**src/rtl/double_ge_pipe.sv**
```systemverilog
// Three-stage pipelined IEEE-754 binary64 "a >= b" comparator with valid/ready
// handshaking on both sides; NaN operands yield an unordered result.
module double_ge_pipe #(
  parameter logic NAN_RESULT = 1'b0
) (
  input  logic        clk,
  input  logic        rst_n,
  input  logic [63:0] in_a,
  input  logic [63:0] in_b,
  input  logic        in_valid,
  output logic        in_ready,
  output logic        out_z,
  output logic        out_unordered,
  output logic        out_valid,
  input  logic        out_ready
);

  logic        s1_valid;
  logic [62:0] s1_mag_a;
  logic [62:0] s1_mag_b;
  logic        s1_sign_a;
  logic        s1_sign_b;
  logic        s1_nan;
  logic        s1_both_zero;

  logic        s2_valid;
  logic        s2_z;
  logic        s2_unord;

  logic        s3_valid;
  logic        s3_z;
  logic        s3_unord;

  logic        s1_adv;
  logic        s2_adv;
  logic        s3_adv;

  logic        a_nan;
  logic        b_nan;
  logic        both_zero;
  logic        cmp_z;

  // Each stage moves when it is empty or the stage downstream is moving.
  assign s3_adv   = !s3_valid || out_ready;
  assign s2_adv   = !s2_valid || s3_adv;
  assign s1_adv   = !s1_valid || s2_adv;
  assign in_ready = s1_adv;

  assign a_nan     = (in_a[62:52] == 11'h7FF) && (in_a[51:0] != 52'd0);
  assign b_nan     = (in_b[62:52] == 11'h7FF) && (in_b[51:0] != 52'd0);
  assign both_zero = (in_a[62:0] == 63'd0) && (in_b[62:0] == 63'd0);

  always_ff @(posedge clk or negedge rst_n) begin
    if (!rst_n) begin
      s1_valid     <= 1'b0;
      s1_mag_a     <= '0;
      s1_mag_b     <= '0;
      s1_sign_a    <= 1'b0;
      s1_sign_b    <= 1'b0;
      s1_nan       <= 1'b0;
      s1_both_zero <= 1'b0;
    end else if (s1_adv) begin
      s1_valid     <= in_valid;
      s1_mag_a     <= in_a[62:0];
      s1_mag_b     <= in_b[62:0];
      s1_sign_a    <= in_a[63];
      s1_sign_b    <= in_b[63];
      s1_nan       <= a_nan || b_nan;
      s1_both_zero <= both_zero;
    end
  end

  // Sign-magnitude ordering: negative operands compare with reversed magnitude.
  always_comb begin
    cmp_z = 1'b0;
    if (s1_nan) begin
      cmp_z = NAN_RESULT;
    end else if (s1_both_zero) begin
      cmp_z = 1'b1;
    end else if (s1_sign_a != s1_sign_b) begin
      cmp_z = !s1_sign_a;
    end else if (!s1_sign_a) begin
      cmp_z = (s1_mag_a >= s1_mag_b);
    end else begin
      cmp_z = (s1_mag_a <= s1_mag_b);
    end
  end

  always_ff @(posedge clk or negedge rst_n) begin
    if (!rst_n) begin
      s2_valid <= 1'b0;
      s2_z     <= 1'b0;
      s2_unord <= 1'b0;
    end else if (s2_adv) begin
      s2_valid <= s1_valid;
      s2_z     <= cmp_z;
      s2_unord <= s1_nan;
    end
  end

  always_ff @(posedge clk or negedge rst_n) begin
    if (!rst_n) begin
      s3_valid <= 1'b0;
      s3_z     <= 1'b0;
      s3_unord <= 1'b0;
    end else if (s3_adv) begin
      s3_valid <= s2_valid;
      s3_z     <= s2_z;
      s3_unord <= s2_unord;
    end
  end

  assign out_valid     = s3_valid;
  assign out_z         = s3_z;
  assign out_unordered = s3_unord;

endmodule
```
**config.mk**
```make
export PLATFORM = sky130hd
export DESIGN_NAME = double_ge_pipe
export DESIGN_NICKNAME = d
export VERILOG_FILES = /design/src/rtl/double_ge_pipe.sv
export SDC_FILE = /design/constraint.sdc
export NUM_CORES = 1
export LEC_CHECK = 0
export ABC_AREA = 1
export CELL_PAD_IN_SITES_DETAIL_PLACEMENT = 1
export CELL_PAD_IN_SITES_GLOBAL_PLACEMENT = 1
export CORE_AREA = 2 2 183 185
export DETAILED_ROUTE_END_ITERATION = 7
export DIE_AREA = 0 0 185 187
export PLACE_DENSITY_LB_ADDON = 0.1
export SYNTH_ARGS = -nofsm -noshare
export SYNTH_HDL_FRONTEND = slang
export SYNTH_SLANG_ARGS = --single-unit
export TNS_END_PERCENT = 1
```
**constraint.sdc**
```tcl
create_clock -name clk -period 3.8 [get_ports clk]
set_input_delay 0.57 -clock clk [delete_from_list [all_inputs] [get_ports clk]]
set_output_delay 0.57 -clock clk [all_outputs]
set_load 0.1 [all_outputs]
```
==> results.sh <==
export IMPL_cts_resized=0
export IMPL_insertion_delay_ns=0.42
export IMPL_number_of_top_level_pins=136
export IMPL_finalWeightedCongestion=0.739
export IMPL_maxSlewViolCount=0
export IMPL_slew_at_the_pin_closest_to_its_max_slew_limit_ns=0.965
export IMPL_drt_drc_violations_left=0
export IMPL_dominant_combinational_cell_family_by_area_after_synthesis="simple AND/OR/NAND/NOR gates"
export IMPL_yosysWarningCount=0
export IMPL_crit_type="reg -> out"
export IMPL_cp_data_arrival_time_ns=1.90
export IMPL_postRouteWirelength_um=21200
export IMPL_h_tree_depth=4
export IMPL_design_core_area_um2=32900
export IMPL_timing_critical_path_cells="clkdlybuf4s50_1"
export IMPL_status="completed"
export IMPL_global_route_usage_total_pct=12.9
export IMPL_crit_path_start_kind="register"
export IMPL_die_width_um=185
export IMPL_synth_xor_area_share_pct=0
export IMPL_post_route_min_period_ns=2.47
export IMPL_drv_cap=0
export IMPL_share_of_the_synthesized_area_in_compound_gates_ao_oa_aoi_oai_pct=10.0
export IMPL_synth_cell_area_um2=7430
export IMPL_num_rows=67
export IMPL_setup_violations_final=0
export IMPL_rsz_0062_raised_after_global_routing="no"
export IMPL_cts_post_setup_buffers_inserted=0
export IMPL_vias=6092
export IMPL_worst_hold_path_type="in -> async"
export IMPL_synth_adder_area_share_pct=10.6
export IMPL_cts_root_buf="clkbuf_16"
export IMPL_global_route_wire_length_before_repair_um=34500
export IMPL_ir_drop_v=0.000323
export IMPL_worst_path_largest_cell_delay_ns=1.13
export IMPL_leakagePower_nw=4.81
export IMPL_grt_use_met3_pct=2.28
export IMPL_final_net_count=1256
export IMPL_grt_pass1_vias=6442
export IMPL_initial_utilization_pct=22.6
export IMPL_netlist_cell_type_count=23
export IMPL_cts_num_sinks=137
export IMPL_synth_simple_gate_area_share_pct=20.6
export IMPL_synth_net_count=1127
export IMPL_post_drt_via_cell_ratio=4.01
export IMPL_fin_worst_skew_ns=0.00973
export IMPL_overflow=0
export IMPL_clock_pin_slew_on_the_worst_setup_and_hold_paths_ns=0.06
export IMPL_wl_per_cell_um=14.0
export IMPL_timing_final_crit_share_pct=65.0
export IMPL_synth_seq_cells=137
export IMPL_cts_hold_fix_buffers=0
export IMPL_dp_hpwl_um=16000
export IMPL_cts_path_max_buffers=2
export IMPL_globalRoute_busiestLayer="met2"
export IMPL_dieHeight_um=187
export IMPL_placement_io_buffers=135
export IMPL_worst_endpoint_required_ns=3.23
export IMPL_first_pass_iters=4
export IMPL_global_route_usage_met1_pct=16.9
export IMPL_timing_critical_path_fanout_max=2
export IMPL_critical_path_slowest_cell="clkdlybuf4s50_1"
export IMPL_path_delay_family="buffers and inverters"
export IMPL_tightest_slew_margin_relative_to_the_limit_pct=35.5
export IMPL_antenna_violations_before_repair=0
export IMPL_sequential_element_share_of_the_synthesized_area_pct=46.1
export IMPL_grt_util_met2_pct=22.1
export IMPL_synth_cells=932
export IMPL_diodes=0
export IMPL_maximum_number_of_pins_on_one_net_before_global_route_repair=209
export IMPL_maxClockFrequency_ghz=0.405
export IMPL_setup_tns_final_ns=0
export IMPL_end_kind="output pin"
export IMPL_dieArea_um2=34600
export IMPL_report_final_hold_viol_count=0
export IMPL_cts_tree="done"
export IMPL_layout_drive_gt1_share_pct=3.83
export IMPL_cts_buffers=17
export IMPL_worst_path_buf_inv=1
export IMPL_drt_initial_drc_count=236
export IMPL_number_of_antenna_violating_nets_in_the_routed_design=0
export IMPL_synth_avg_cell_area_um2=7.97
export IMPL_total_power_consumption_mw=4.32
export IMPL_area_growth_syn_to_layout_pct=31.8
export IMPL_synth_mux_area_fraction_pct=0
export IMPL_power_density_nw_per_um2=441
-- report_power, final --
part	switching, mW	internal, mW	total [mW]
sequential	0.0873	1.62	1.71
clock	0.666	1.09	1.76
combinational	0.500	0.359	0.858
-- sequential cells by signal, summed over array words and instances, names as in the netlist --
register	flops
s1_mag_a	63
s1_mag_b	63
out_unordered	1
out_valid	1
out_z	1
s1_both_zero	1
s1_nan	1
s1_sign_a	1
s1_sign_b	1
s1_valid	1
s2_unord	1
s2_valid	1
s2_z	1
-- placed cells by master, fill, tap and decap left out --
master           synthesis  final
clkinv_2                 0      3
a21o_1                   4      4
nor4_1                  16     16
or2_2                    1      1
clkbuf_16                0     17
a21oi_1                 22     22
o221ai_1                 1      1
dfrtp_1                137    137
nand2_1                262    262
clkinvlp_4               0      1
bufinv_16                0      4
clkdlybuf4s50_1          0    133
nor2_1                  30     30
inv_2                    3      3
o21ai_1                 37     37
nand3_1                 15     15
nor3b_1                  1      1
ha_1                    63     63
inv_1                  191    191
buf_4                    4      1
inv_6                    0      1
buf_12                   0      3
and2_1                   3      3
nor3_1                   9      9
nand4_1                 24     24
o21ai_0                 82     82
buf_6                   11      1
clkinv_4                 0      3
nor2_4                   3      3
-- per-stage QoR --
stage | setup slack [ns] | hold WS, ns | utilization [%] | cell area (um2) | instances
after global placement | 1.11 | 0.467 | 28.0 | 9190 | 1490
after CTS | 1.29 | 0.251 | 29.8 | 9800 | 1519
final | 1.33 | 0.231 | 29.8 | 9800 | 1519
after detailed placement | 1.10 | 0.469 | 28.0 | 9190 | 1490
after floorplan | 1.20 | 0.274 | - | 7430 | 932
after global routing | 1.28 | 0.285 | 29.8 | 9800 | 1519
-- synth_stat cells --
cell type | number | area [um2]
nor4_1 | 16 | 100
nand4_1 | 24 | 150
a21oi_1 | 22 | 110
o21ai_0 | 82 | 410
buf_6 | 11 | 124
o221ai_1 | 1 | 8.76
or2_2 | 1 | 6.26
and2_1 | 3 | 18.8
inv_2 | 3 | 11.3
buf_4 | 4 | 30.0
o21ai_1 | 37 | 185
a21o_1 | 4 | 30.0
ha_1 | 63 | 788
dfrtp_1 | 137 | 3430
nor2_1 | 30 | 113
clkbuf_1 | 8 | 30.0
nor3_1 | 9 | 45.0
nand2_1 | 262 | 983
buf_2 | 5 | 25.0
nor2_4 | 3 | 33.8
nor3b_1 | 1 | 7.51
inv_1 | 191 | 717
nand3_1 | 15 | 75.1
-- metal layers --
| metal | vias to the layer above | share of wire [%] |
|---|---|---|
| met3 | 11 | 2.8 |
| met5 | - | 0 |
| met2 | 82 | 49 |
| met1 | 2826 | 47 |
| li1 | 3173 | - |
| met4 | 0 | 0.93 |
-- logic make-up after synthesis --
| family | Yosys count |
|---|---|
| flops | 137 |
| simple gates | 364 |
| buf+inv | 222 |
| fa+ha+maj | 63 |
| compound gates | 146 |
-- final timing paths --
path,start,to,slack (ns),cells past startpoint
max,out_z$_DFFE_PN0P_,out_z,1.33,1
min,rst_n,s1_mag_a[38]$_DFFE_PN0P_,0.23,1
max reg2reg,s1_mag_a[22]$_DFFE_PN0P_,s2_z$_DFFE_PN0P_,1.66,12
min reg2reg,s2_z$_DFFE_PN0P_,out_z$_DFFE_PN0P_,0.47,2
max in group asynchronous,rst_n,s1_mag_b[1]$_DFFE_PN0P_,2.73,2
min in group clk,s2_z$_DFFE_PN0P_,out_z$_DFFE_PN0P_,0.47,2
-- final cells by class --
type | instances | area, um2
repair buffers | 138 | 1410
flip-flops and latches | 137 | 3430
inverters | 194 | 728
multi-input cells | 573 | 3070
well taps | 448 | 561
fillers | 3964 | 23100
clock inverters | 12 | 178
clock buffers | 17 | 425
Power figures use the tool's default switching activity.
